===== src/rtl/fwd_ctrl_unit.sv =====
// rtl/fwd_ctrl_unit.sv - operand forwarding select and load-use stall controller
// Optional feature macro: FWD_STALL_CNT_EN (adds out_stall_cnt, saturating stall-cycle counter)
module fwd_ctrl_unit #(
  parameter int REG_AW = 3
) (
  input  logic              clk,
  input  logic              reset,
  input  logic              in_valid,
  input  logic [REG_AW-1:0] in_rs1,
  input  logic [REG_AW-1:0] in_rs2,
  input  logic [REG_AW-1:0] in_rd,
  input  logic              in_wr_en,
  input  logic              in_is_load,
  input  logic              in_flush,
  output logic [1:0]        out_cntrl_m2,
  output logic [1:0]        out_cntrl_m3,
`ifdef FWD_STALL_CNT_EN
  output logic [15:0]       out_stall_cnt,
`endif
  output logic              out_stall
);

  localparam logic [1:0] SEL_NONE = 2'b00;
  localparam logic [1:0] SEL_EXM  = 2'b01;
  localparam logic [1:0] SEL_WB   = 2'b11;

  logic              ex_v;
  logic [REG_AW-1:0] ex_rd;
  logic              ex_wr;
  logic              ex_ld;
  logic              mem_v;
  logic [REG_AW-1:0] mem_rd;
  logic              mem_wr;

  logic [1:0]        sel_rs1;
  logic [1:0]        sel_rs2;
  logic              ex_hit_rs1;
  logic              ex_hit_rs2;
  logic              mem_hit_rs1;
  logic              mem_hit_rs2;

  // Producer matches: the EX-stage producer is the newest and wins over MEM
  always_comb begin
    ex_hit_rs1  = ex_v & ex_wr & (in_rs1 == ex_rd);
    ex_hit_rs2  = ex_v & ex_wr & (in_rs2 == ex_rd);
    mem_hit_rs1 = mem_v & mem_wr & (in_rs1 == mem_rd);
    mem_hit_rs2 = mem_v & mem_wr & (in_rs2 == mem_rd);
    sel_rs1 = SEL_NONE;
    sel_rs2 = SEL_NONE;
    if (ex_hit_rs1)       sel_rs1 = SEL_EXM;
    else if (mem_hit_rs1) sel_rs1 = SEL_WB;
    if (ex_hit_rs2)       sel_rs2 = SEL_EXM;
    else if (mem_hit_rs2) sel_rs2 = SEL_WB;
  end

  // A load in EX cannot feed its data to the ID instruction in time; flush cancels the hazard
  assign out_stall = in_valid & ex_v & ex_wr & ex_ld &
                     ((in_rs1 == ex_rd) | (in_rs2 == ex_rd)) & ~in_flush;

  // Pipeline tracking and registered mux selects for the instruction entering EX
  always_ff @(posedge clk or posedge reset) begin
    if (reset) begin
      ex_v         <= 1'b0;
      ex_rd        <= '0;
      ex_wr        <= 1'b0;
      ex_ld        <= 1'b0;
      mem_v        <= 1'b0;
      mem_rd       <= '0;
      mem_wr       <= 1'b0;
      out_cntrl_m2 <= SEL_NONE;
      out_cntrl_m3 <= SEL_NONE;
    end else if (in_flush) begin
      ex_v         <= 1'b0;
      mem_v        <= 1'b0;
      out_cntrl_m2 <= SEL_NONE;
      out_cntrl_m3 <= SEL_NONE;
    end else if (out_stall) begin
      ex_v         <= 1'b0;
      mem_v        <= ex_v;
      mem_rd       <= ex_rd;
      mem_wr       <= ex_wr;
      out_cntrl_m2 <= SEL_NONE;
      out_cntrl_m3 <= SEL_NONE;
    end else begin
      ex_v         <= in_valid;
      ex_rd        <= in_rd;
      ex_wr        <= in_wr_en;
      ex_ld        <= in_is_load;
      mem_v        <= ex_v;
      mem_rd       <= ex_rd;
      mem_wr       <= ex_wr;
      out_cntrl_m2 <= sel_rs1;
      out_cntrl_m3 <= sel_rs2;
    end
  end

`ifdef FWD_STALL_CNT_EN
  // Saturating count of stalled cycles
  always_ff @(posedge clk or posedge reset) begin
    if (reset) begin
      out_stall_cnt <= 16'h0000;
    end else if (out_stall && (out_stall_cnt != 16'hFFFF)) begin
      out_stall_cnt <= out_stall_cnt + 16'h0001;
    end
  end
`endif

endmodule

===== config.mk =====
export PLATFORM = sky130hd
export DESIGN_NAME = fwd_ctrl_unit
export DESIGN_NICKNAME = d
export VERILOG_FILES = /design/src/rtl/fwd_ctrl_unit.sv
export SDC_FILE = /design/constraint.sdc
export NUM_CORES = 1
export LEC_CHECK = 0
export BUFFER_PORTS_ARGS = -buffer_cell sky130_fd_sc_hd__buf_2
export CORE_MARGIN = 2
export CORE_UTILIZATION = 52
export CTS_BUF_LIST = sky130_fd_sc_hd__clkbuf_4
export CTS_CLUSTER_DIAMETER = 40
export DETAILED_ROUTE_END_ITERATION = 10
export MAX_ROUTING_LAYER = met4
export PLACE_DENSITY = 0.85
export SLEW_MARGIN = 20
export SYNTH_ARGS = -nofsm -noshare
export SYNTH_HDL_FRONTEND = slang
export SYNTH_SLANG_ARGS = --single-unit

===== constraint.sdc =====
create_clock -name clk -period 2.5 [get_ports clk]
set_input_delay 0.625 -clock clk [delete_from_list [all_inputs] [get_ports clk]]
set_output_delay 0.625 -clock clk [all_outputs]
set_load 0.03 [all_outputs]

# Yosys cells after proc, flatten, opt, wreduce, memory -nomap -nowiden
# Index checks and enable logic that the tools add are counted.
# word_totals
mem_bits_ro	0
word_cells	39
ram_bits	0
latchBits	0
mem_count	0
register_bits	15
in_bits	15
# op_classes
n_reduce_logical	1
magnitude_cmp	0
n_mul	0
shift	0
bitwise	14
add_sub_neg	0
div	0
n_eq_ne	4
muxes	11
# ops
operator	n
$mux 2	8
$eq 3x3->1	4
$and 1x1->1	11
$mux 1	3
$not 1->1	2
$reduce_and 2->1	1
$or 1x1->1	1

# Logic depth before layout (Yosys ltp)
# logic_depth
depth_word	7
mapped_depth	4
mapped_depth_nobuf	4

# Worst setup path before layout
# No wires, ideal clock.
# synth_path
path_type	input to output
start	input port in_rs1[0]
end	output port out_stall
setup_slack_ns	0.086
arrival_time_ns	1.789
path_buffers	0
path_stages	4
t_required_ns	1.875
path_cell_list	xor2_1 nor3_1 nor2_1 nor3_1
# synth_between
elab_chain_len	4
# synth_lines
element	line	source
start, declared	9	input logic [REG_AW-1:0] in_rs1,
$eq 3x3->1	58	((in_rs1 == ex_rd) | (in_rs2 == ex_rd)) & ~in_flush;
$or 1x1->1	58	
$and 1x1->1	57	assign out_stall = in_valid & ex_v & ex_wr & ex_ld &
$and 1x1->1	58	
end, declared	20	output logic out_stall
# No other way between the ends.

# Worst setup path in the final report
# layout_path
start	register ex_rd[0]
end	output port out_stall
# layout_between
elab_chain_len	4
# layout_lines
element	line	source
start, declared	28	logic [REG_AW-1:0] ex_rd;
start signal, assigned	86	ex_rd <= in_rd;
$eq 3x3->1	58	
$or 1x1->1 *	58	
$and 1x1->1 *	57	
$and 1x1->1 *	58	
# Mark *: on every way between the ends. The rest lies on a longest branch, timed or not.

==> summary.md <==
| Metric | Value |
|---|---|
| Synthesized net count | `74` |
| Async S/R FF share, synth | `1.000` |
| Post-synth top cells | `dfrtp_1 (15), xor2_1 (12), mux2_4 (5)` |
| GP Congestion | `0.8226` |
| GRT overflow | `0` |
| Antenna-violating nets left | `0` |
| CTS tree | `yes` |
| Initial Util | `0.5685` |
| Critical Path Start Type | `register` |
| # fillers | `116` |
| Int Pwr | `0.3727 mW` |
| Reg-to-Reg Start | `ex_wr` |
| IO Port Bufs | `19` |
| Final clock period utilization by the worst path | `0.9334` |
| VDD IR max | `0.0003209 V` |
| Worst hold margin | `0.3603 ns` |
| Final setup vio count | `0` |
| Count leader, synth | `dfrtp_1` |
| Multiplexer area fraction after synthesis | `0.1584` |
| Post-CTS Hold Fix Bufs | `0` |
| GRT Total Usage | `0.1738` |
| # IOs | `20` |
| Relative slew slack | `0.6376` |
| Synth Area in XOR/XNOR | `0.1386` |
| Synth Area in Simple Gates | `0.1601` |
| Power Dens Cells | `580.0 nW/um^2` |
| Antenna Cells | `0` |
| Switch share | `0.2817` |
| CTS sink cnt | `15` |
| Adder-cell share of the synthesized area | `0` |
| Routed WL | `1.310 mm` |
| Fin cells | `96` |
| Largest net degree at the start of global routing | `16` |
| Resize count post-CTS | `0` |
| Row count | `13` |
| Critical Path AT | `1.71 ns` |
| Die area | `1780 um^2` |
| Syn Inst Count | `59` |
| Outcome | `finished clean` |
| Register bit total from synthesis | `15` |
| Post-synth top area share | `0.4950` |
| Total CTS buffers | `3` |
| Leakage | `0.4333 nW` |
| Placed insts | `92` |
| Warnings, synthesis | `0` |
| Flop pwr share | `0.550` |
| Switching power | `0.1462 mW` |
| Clock-pin slew on the worst setup and hold paths | `0.09 ns` |
| Pre-CTS setup slack | `0.2163 ns` |
| Detailed placer's ending HPWL | `1.015 mm` |
| Max FO, Critical Path | `4` |
| Compound-Gate Fraction of Synth Area | `0.03630` |
| Final Hold Vio Count | `0` |
| R2r worst-path depth | `4` |
| Starting DRT DRC Count | `7` |
| Max Cap Viol | `0` |
| Critical path class | `reg2out` |
| Fin crit period | `2.333 ns` |
| Clock Path Buffers | `2` |
| First drt pass iteration count | `6` |
| R2r endpoint | `ex_wr` |
| Vias in the first global route | `528` |
| DR vias | `528` |
| Area of the mapped netlist | `758.2 um^2` |
| Worst skew pair latency | `0.29 ns` |
| Post-synth cell types | `19` |
| First-pass GRT wire length | `2.235 mm` |
| Drt via density | `5.500` |
| WP data required | `1.88 ns` |
| Synth area leaders | `dfrtp_1 (50%), xor2_1 (14%), mux2_4 (9.9%)` |
| H-tree depth | `1` |
| Share of layout cells above drive strength 1 | `0.4444` |
| Root Driver | `clkbuf_4` |
| Slew Limit Fails | `0` |
| Die X | `42.19 um` |
| Fin nets | `97` |
| Post-route setup TNS | `0 ns` |
| Synth area leader | `dfrtp_1` |
| Combinational Power Share | `0.181` |
| Setup WS post-layout | `0.1666 ns` |
| Post-CTS Setup Repair Bufs | `0` |
| Fmax | `428.6 MHz` |
| Clock power share | `0.269` |
| Area added between synthesis and finish | `17.99%` |
| Core Region | `1334 um^2` |
| Worst Hold Class | `in2async` |
| Fin Clk Skew | `0.003204 ns` |
| Die Y | `42.19 um` |
| Initial antenna violation count | `0` |
| Avg Cell Area, Syn | `12.85 um^2` |
| RSZ-0062 raised after global routing | `no` |
| Most used DFF post-synth | `dfrtp_1` |
| Sequential-to-total area share from yosys stat | `0.4950` |
| Post-synth EDFFs | `0` |
| Post-DR wirelength/cell | `13.65 um` |
| Residual DRC | `0` |
| Slew of the pin with the lowest slew margin | `0.5430 ns` |
| R2R setup slack | `0.80 ns` |
| Largest family of logic cells by synthesized area | `simple AND/OR/NAND/NOR gates` |
| Setup crit end kind | `output port` |
==> worst max-delay path, cell delays in order (launching register included) <==
cell	delay [ns]
dfrtp_1	0.44
xor2_1	0.20
nor3_1	0.32
nor2_1	0.09
nor3_1	0.14
buf_2	0.23
==> worst max-delay path by stage <==
stage	start	end	slack (ns)	cells past startpoint
2_1_floorplan	in_rs1[0]	out_stall	0.09	4
3_3_place_gp	in_rs2[1]	out_stall	0.21	6
3_5_place_dp	in_rs1[1]	out_stall	0.22	6
4_1_cts	ex_rd[0]	out_stall	0.17	5
5_1_grt	ex_rd[0]	out_stall	0.05	5
6_report	ex_rd[0]	out_stall	0.17	5
==> layout by cell type, fill, tap and decap left out, drive strengths merged <==
cell type and instances:
nand4 1, nor4 2, and2 3, buf 19, nand2 1, nor2b 1
nor2 1, a21boi 2, clkbuf 3, clkinv 1, inv 1, or4 2
nor3 4, dfrtp 15, a31oi 2, mux2 9, xor2 12, nand3 2
==> power groups by stage <==
stage	sequential [mW]	clock (mW)	combinational (mW)
after global routing	0.289	0.153	0.105
after floorplan	0.287	0	0.0685
final	0.286	0.139	0.0939
after global placement	0.288	0	0.0931
after CTS	0.286	0.145	0.0951
after detailed placement	0.290	0	0.0944
==> per-layer routing <==
metal | share of wire | up-vias | GRT usage
li1 | - | 254 | -
met1 | 0.40 | 248 | 0.1863
met2 | 0.51 | 18 | 0.2831
met3 | 0.051 | 8 | 0.04310
met4 | 0.034 | 0 | 0.1125
met5 | 0 | - | -
==> layout make-up <==
type                    instances  area, um^2  share of cell area
repair buffers                 19       95.09              0.1063
well taps                      15       18.77             0.02098
inverters                       1       3.754            0.004196
multi-input cells              42       374.1              0.4182
clock inverters                 1       5.005            0.005594
flip-flops and latches         15       375.4              0.4196
clock buffers                   3       22.52             0.02517
==> metrics by stage <==
stage	cell area (um^2)	power (mW)	util
floorplan	758.2	0.3555	-
global placement	867.1	0.3816	0.6501
detailed placement	867.1	0.3848	0.6501
CTS	894.6	0.5253	0.6707
global route	894.6	0.5477	0.6707
finish	894.6	0.5189	0.6707
==> kinds of logic after synthesis <==
group / count (synthesis)
buffers and inverters: 2
AO/OA/AOI/OAI: 4
multiplexers: 9
flip-flops: 15
AND/OR/NAND/NOR: 17
XOR/XNOR: 12
==> flip-flops by register name, indices dropped and copies added, names as in the netlist <==
| register | flops |
|---|---|
| ex_ld | 1 |
| ex_rd | 3 |
| ex_v | 1 |
| ex_wr | 1 |
| mem_rd | 3 |
| mem_v | 1 |
| mem_wr | 1 |
| out_cntrl_m2 | 2 |
| out_cntrl_m3 | 2 |
No activity file was read; power rests on OpenSTA's default activity.
